`config.mk`:
```
export PLATFORM = sky130hd
export DESIGN_NAME = ifns_8di_decoder_pipe
export DESIGN_NICKNAME = d
export VERILOG_FILES = /design/src/rtl/ifns_8di_decoder_pipe.sv
export SDC_FILE = /design/constraint.sdc
export NUM_CORES = 1
export LEC_CHECK = 0
export BUFFER_PORTS_ARGS = -buffer_cell sky130_fd_sc_hd__buf_2
export CAP_MARGIN = 15
export CORE_ASPECT_RATIO = 2
export CORE_MARGIN = 2
export CORE_UTILIZATION = 30
export DETAILED_ROUTE_END_ITERATION = 12
export PLACE_DENSITY = 0.57
export SETUP_SLACK_MARGIN = 0.3
export SYNTH_ARGS = -nofsm -noshare
export SYNTH_HDL_FRONTEND = slang
export SYNTH_SLANG_ARGS = --single-unit
```
`constraint.sdc`:
```
create_clock -name clk -period 2.31 [get_ports clk]
set_input_delay 0.1155 -clock clk [delete_from_list [all_inputs] [get_ports clk]]
set_output_delay 0.1155 -clock clk [all_outputs]
set_load 0.02 [all_outputs]
```
`src/rtl/ifns_8di_decoder_pipe.sv`:
```
`default_nettype none
// +--------------------------------------------------------------------------+
// | ifns_8di_decoder_pipe : 2-stage valid/ready IFNS 11-bit -> 8-bit decoder  |
// | Option macro IFNS_DEC_ERRCHK_EN adds overflow flag + saturating counter.  |
// | Rev 1.0                                                                   |
// +--------------------------------------------------------------------------+
module ifns_8di_decoder_pipe #(
  parameter int CNT_W = 8
) (
  input  logic             clk,
  input  logic             rst_n,
  input  logic [10:0]      cw_i,
  input  logic             cw_vld_i,
  output logic             cw_rdy_o,
  output logic [7:0]       data_o,
  output logic             data_vld_o,
  input  logic             data_rdy_i,
  output logic             err_o,
  output logic [CNT_W-1:0] err_cnt_o
);

  // Without the error check only the low 8 bits of the sum are observable,
  // so the upper partial sum is kept one bit narrower.
`ifdef IFNS_DEC_ERRCHK_EN
  localparam int HI_W = 9;
`else
  localparam int HI_W = 8;
`endif

  logic            v1_q, v1_d;
  logic            v2_q, v2_d;
  logic [HI_W-1:0] hi_q, hi_d;
  logic [4:0]      lo_q, lo_d;
  logic [7:0]      data_q, data_d;
  logic            s1_load, s2_load, in_xfer;
  logic [HI_W-1:0] sum;

  always_comb begin
    s2_load = !v2_q || data_rdy_i;
    s1_load = !v1_q || s2_load;
    in_xfer = cw_vld_i && s1_load;
    sum     = hi_q + HI_W'(lo_q);

    v1_d = s1_load ? cw_vld_i : v1_q;
    hi_d = hi_q;
    lo_d = lo_q;
    if (in_xfer) begin
      hi_d = (cw_i[10] ? HI_W'(144) : HI_W'(0))
           + (cw_i[9]  ? HI_W'(55)  : HI_W'(0))
           + (cw_i[8]  ? HI_W'(34)  : HI_W'(0))
           + (cw_i[7]  ? HI_W'(21)  : HI_W'(0))
           + (cw_i[6]  ? HI_W'(13)  : HI_W'(0));
      lo_d = (cw_i[5] ? 5'd8 : 5'd0)
           + (cw_i[4] ? 5'd5 : 5'd0)
           + (cw_i[3] ? 5'd3 : 5'd0)
           + (cw_i[2] ? 5'd2 : 5'd0)
           + {4'd0, cw_i[1]} + {4'd0, cw_i[0]};
    end

    v2_d   = s2_load ? v1_q : v2_q;
    data_d = (s2_load && v1_q) ? sum[7:0] : data_q;
  end

  always_ff @(posedge clk or negedge rst_n) begin
    if (!rst_n) begin
      v1_q   <= 1'b0;
      v2_q   <= 1'b0;
      hi_q   <= '0;
      lo_q   <= '0;
      data_q <= '0;
    end else begin
      v1_q   <= v1_d;
      v2_q   <= v2_d;
      hi_q   <= hi_d;
      lo_q   <= lo_d;
      data_q <= data_d;
    end
  end

  assign cw_rdy_o   = s1_load;
  assign data_o     = data_q;
  assign data_vld_o = v2_q;

`ifdef IFNS_DEC_ERRCHK_EN
  logic             err_q, err_d;
  logic [CNT_W-1:0] cnt_q, cnt_d;

  // Counter advances only when an erroneous beat actually leaves the decoder.
  always_comb begin
    err_d = (s2_load && v1_q) ? sum[8] : err_q;
    cnt_d = cnt_q;
    if (v2_q && data_rdy_i && err_q && (cnt_q != {CNT_W{1'b1}})) begin
      cnt_d = cnt_q + CNT_W'(1);
    end
  end

  always_ff @(posedge clk or negedge rst_n) begin
    if (!rst_n) begin
      err_q <= 1'b0;
      cnt_q <= '0;
    end else begin
      err_q <= err_d;
      cnt_q <= cnt_d;
    end
  end

  assign err_o     = err_q;
  assign err_cnt_o = cnt_q;
`else
  assign err_o     = 1'b0;
  assign err_cnt_o = '0;
`endif

endmodule
`default_nettype wire
```
; Word-level counts from Yosys, hierarchy flattened
; Index checks and enable logic that the tools add are counted.
[classes]
addsub = 10
mux = 9
reduce_logical = 6
[ops]
columns = operator, n
row1 = $add A8 B5 Y8, 2
row2 = $add A8 B7 Y8, 2
row3 = $mux W6, 2
row4 = $add A5 B1 Y5, 2
row5 = $add A5 B2 Y5, 2
row6 = $add A8 B6 Y8, 1
row7 = $mux W4, 2
row8 = $mux W8, 1
row9 = $add A4 B3 Y5, 1
row10 = $mux W5, 1
row11 = $mux W2, 2
row12 = $mux W3, 1
row13 = $logic_and A1 B1 Y1, 2
row14 = $logic_not A1 Y1, 2
row15 = $logic_or A1 B1 Y1, 2
[word_totals]
reg_bits = 23
out_inout_bits = 19
elab_cells = 30

; Depth between registers and ports, before layout
[logic_depth]
word_depth = 6
ltp_mapped = 7
ltp_nobuf = 7

; Worst setup path after synthesis
; Ideal clock, no wire load.
[synth_path]
kind = input-to-reg
start = in cw_i[6]
end = reg hi_q[7]
setup_ns = 0.129
t_arrival_ns = 1.716
required_time_ns = 2.181
setup_slack_ns = 0.464
stages = 7
path_buffers = 0
path_cell_list = fa_1 ha_1 fa_1 a21o_1 a31oi_1 or3_1 a31oi_1
[synth_between]
elab_chain_cells = 2
[synth_rtl]
columns = item, line
row1 = "start, declared", 12  ; input logic [10:0] cw_i,
row2 = $mux W4, 52  ; + (cw_i[6] ? HI_W'(13) : HI_W'(0));
row3 = $add A8 B5 Y8, 52
row4 = "end signal, assigned", 74  ; hi_q <= hi_d;
row5 = "end, declared", 32  ; logic [HI_W-1:0] hi_q, hi_d;
; Every way passes these cells.
; A chain may end at the register's enable or synchronous reset.

; Worst setup path after layout
[layout_path]
start = reg hi_q[0]
end = reg data_q[6], in the netlist data_o[6]
[layout_between]
elab_chain_cells = 1
[layout_rtl]
columns = item, line
row1 = $add A8 B5 Y8, 42  ; sum = hi_q + HI_W'(lo_q);
row2 = "end signal, assigned", 76  ; data_q <= data_d;
row3 = "end, declared", 34  ; logic [7:0] data_q, data_d;
; Every way passes these cells.

==> flow_summary.json <==
{
  "cts.sinks": 23,
  "skew_ps": 3.44,
  "ys_seq_area_share_pct": 38.3,
  "final_common_cell": "buf_2",
  "htreeDepth": 1,
  "muxShareOfSynthArea_pct": 6.00,
  "drive_gt1_share_pct": 21.4,
  "synth_fa_ha_area_share_pct": 20.5,
  "fp.dieH_um": 104,
  "syn2layout_area_growth_pct": 13.2,
  "synthXorXnorAreaFrac_pct": 4.67,
  "post-cts-setup-buffers": 0,
  "slew_viol_final": 0,
  "tritoncts": "done",
  "slowest_delay_ps": 430,
  "die_width_um": 54.0,
  "track_usage_pct": 10.5,
  "grt_max_degree": 24,
  "ant_nets": 0,
  "numCtsBuffers": 3,
  "dieArea_um2": 5620,
  "fp-row-count": 36,
  "fin_nets": 205,
  "vias_per_cell": 4.73,
  "yosys_warnings": 0,
  "synth_cells": 143,
  "dp_hpwl_um": 2240,
  "critPathRequiredTime_ps": 2480,
  "drtIter0Drc": 12,
  "antenna_found_initial": 0,
  "p_leak_nw": 0.792,
  "worstPathCellList": "ha_1, fa_1, a21oi_2, o211a_1, o21ai_0, a41oi_1",
  "cp-start-kind": "register",
  "start_util_pct": 30.9,
  "gp_congestion": 0.769,
  "finalSetupViolations": 0,
  "synth_simple_gate_area_share_pct": 10.5,
  "drt_pass1_iterations": 2,
  "grt_pass1_wl_um": 4450,
  "ir_drop_uv": 439,
  "final_cell_mix": "buf_2 (24), dfrtp_1 (23), nand2_1 (19), ha_1 (15), o21ai_0 (12)",
  "clk_latency_ps": 260,
  "syn_area_um2": 1500,
  "crit_type": "reg -> reg",
  "arrival_ps": 2000,
  "cp_slowest_cell": "fa_1",
  "slew-limit-headroom_pct": 65.9,
  "core_area_um2": 4860,
  "root_buffer": "clkbuf_8",
  "io_buffers": 24,
  "power_density_nw_per_um2": 882,
  "avgSynthCellArea_um2": 10.5,
  "power_w": 0.00150,
  "routed_wl_um": 2620,
  "timing.fmax_ghz": 0.549,
  "rsz0062_at_grt": "no",
  "hold_depth": 2,
  "clockBufferDepth": 2,
  "hp-class": "in -> reg",
  "worstMarginPinSlew_ps": 512,
  "clkTransAtPathRegs_ps": 80,
  "overflow": 0,
  "drcViolationCount": 0,
  "synth_top_family_by_area": "adder cells",
  "period_needed_ps": 1820,
  "via_count": 1064,
  "max-cap-violations": 0,
  "grt_pass1_vias": 1073,
  "synth_compound_area_share_pct": 13.6,
  "r2r_cells": 6,
  "ys_ff_latch": 23,
  "dpl-instance-area_um2": 1640,
  "ioPinCount": 34,
  "diodes": 0,
  "design_area_um2": 1700,
  "finalCritPeriodShare_pct": 78.9,
  "routedWlPerCell_um": 11.7,
  "hold_viol": 0,
  "crit_path_end_kind": "register",
  "synth_cell_types": 30,
  "status": "finished, final reports clean",
  "tns_ps": 0,
  "cp_max_fo": 3
}
## worst max-delay path, delay by kind of cell (launching register included)
kind / cells / cell delay, ps
compound gates: 4 / 680
fa+ha+maj: 2 / 670
flops: 1 / 400
## worst paths after layout
kind | slack [ps] | endpoint | from
setup / recovery | 490 | data_o[6]$_DFFE_PN0P_ | hi_q[0]$_DFFE_PN0P_
setup reg to reg | 490 | data_o[6]$_DFFE_PN0P_ | hi_q[0]$_DFFE_PN0P_
max in group asynchronous | 1600 | data_o[3]$_DFFE_PN0P_ | rst_n
hold / removal | 70 | v1_q$_DFFE_PN0N_ | cw_vld_i
min in group asynchronous | 370 | v1_q$_DFFE_PN0N_ | rst_n
hold reg to reg | 470 | data_o[4]$_DFFE_PN0P_ | data_o[4]$_DFFE_PN0P_
## kinds of logic (layout without fill, tap and decap cells)
logic type      count (synthesis)  in the layout
simple gates                   34             34
compound gates                 33             33
flops                          23             23
fa+ha+maj                      21             21
buf+inv                        15             32
xor+xnor                        8              8
mux                             8              8
other cells                     1              9
## layer usage
layer  vias to the layer above  track usage, %  share of wire, %
met4                         0            5.89               1.8
li1                        539               -                 -
met1                       504            10.7                36
met3                         2           0.144               2.7
met5                         -               0                 0
met2                        19            19.8                59
## sequential cells by signal, indices dropped and copies added, names as in the netlist
signal      cells
data_o          8
hi_q            8
data_vld_o      1
lo_q            5
v1_q            1
## where the power goes
part,total [W],internal (W),switching (W),leakage (nW)
clock,0.000244,0.000123,0.000121,0.0228
combinational,0.000656,0.000293,0.000363,0.497
sequential,0.000600,0.000525,0.0000750,0.272
## synthesized netlist by cell type
library cell | instances | share of area (%)
a31oi_1 | 2 | 0.83
a21o_1 | 4 | 2.0
nand3_1 | 3 | 1.0
nor2_1 | 1 | 0.25
dfrtp_1 | 23 | 38
nand2_1 | 19 | 4.8
conb_1 | 1 | 0.25
and2_1 | 1 | 0.42
nor3_1 | 2 | 0.67
inv_1 | 3 | 0.75
a41oi_1 | 2 | 1.2
xnor2_1 | 5 | 2.9
buf_4 | 9 | 4.5
or3_1 | 3 | 1.3
nor2b_1 | 1 | 0.42
nand2b_1 | 3 | 1.3
buf_2 | 1 | 0.33
o31ai_1 | 2 | 1.0
clkbuf_2 | 1 | 0.33
fa_1 | 6 | 8.0
nand3b_1 | 1 | 0.50
o211a_1 | 1 | 0.67
clkbuf_1 | 1 | 0.25
ha_1 | 15 | 13
o2111a_1 | 1 | 0.75
o21ai_0 | 12 | 4.0
xor2_1 | 3 | 1.8
o21a_1 | 1 | 0.50
mux2_2 | 8 | 6.0
a21oi_1 | 8 | 2.7
## area by class of cell
| type | instances | area (um^2) |
|---|---|---|
| clock buffer | 4 | 45.0 |
| fill | 527 | 3160 |
| multi-input combinational | 113 | 867 |
| tap | 57 | 71.3 |
| sequential | 23 | 576 |
| timing repair buffer | 25 | 130 |
| inverter | 3 | 11.3 |
## through the flow
stage	hold WS [ps]	setup WS (ps)	util [%]	std cells
after CTS	68.0	412	34.9	225
final	69.7	487	35.0	225
after global routing	85.6	354	35.0	225
after floorplan	-180	464	-	151
after global placement	119	262	33.7	220
after detailed placement	124	212	33.7	220
## what timing repair did
action / in CTS / in global routing
hold buffers: 1 / 0
endpoints found under the setup margin: 0 / 1
gates resized for setup: 0 / 1
hold endpoints to repair: 23 / 0
Note: power is estimated with default switching activity, not from simulation.
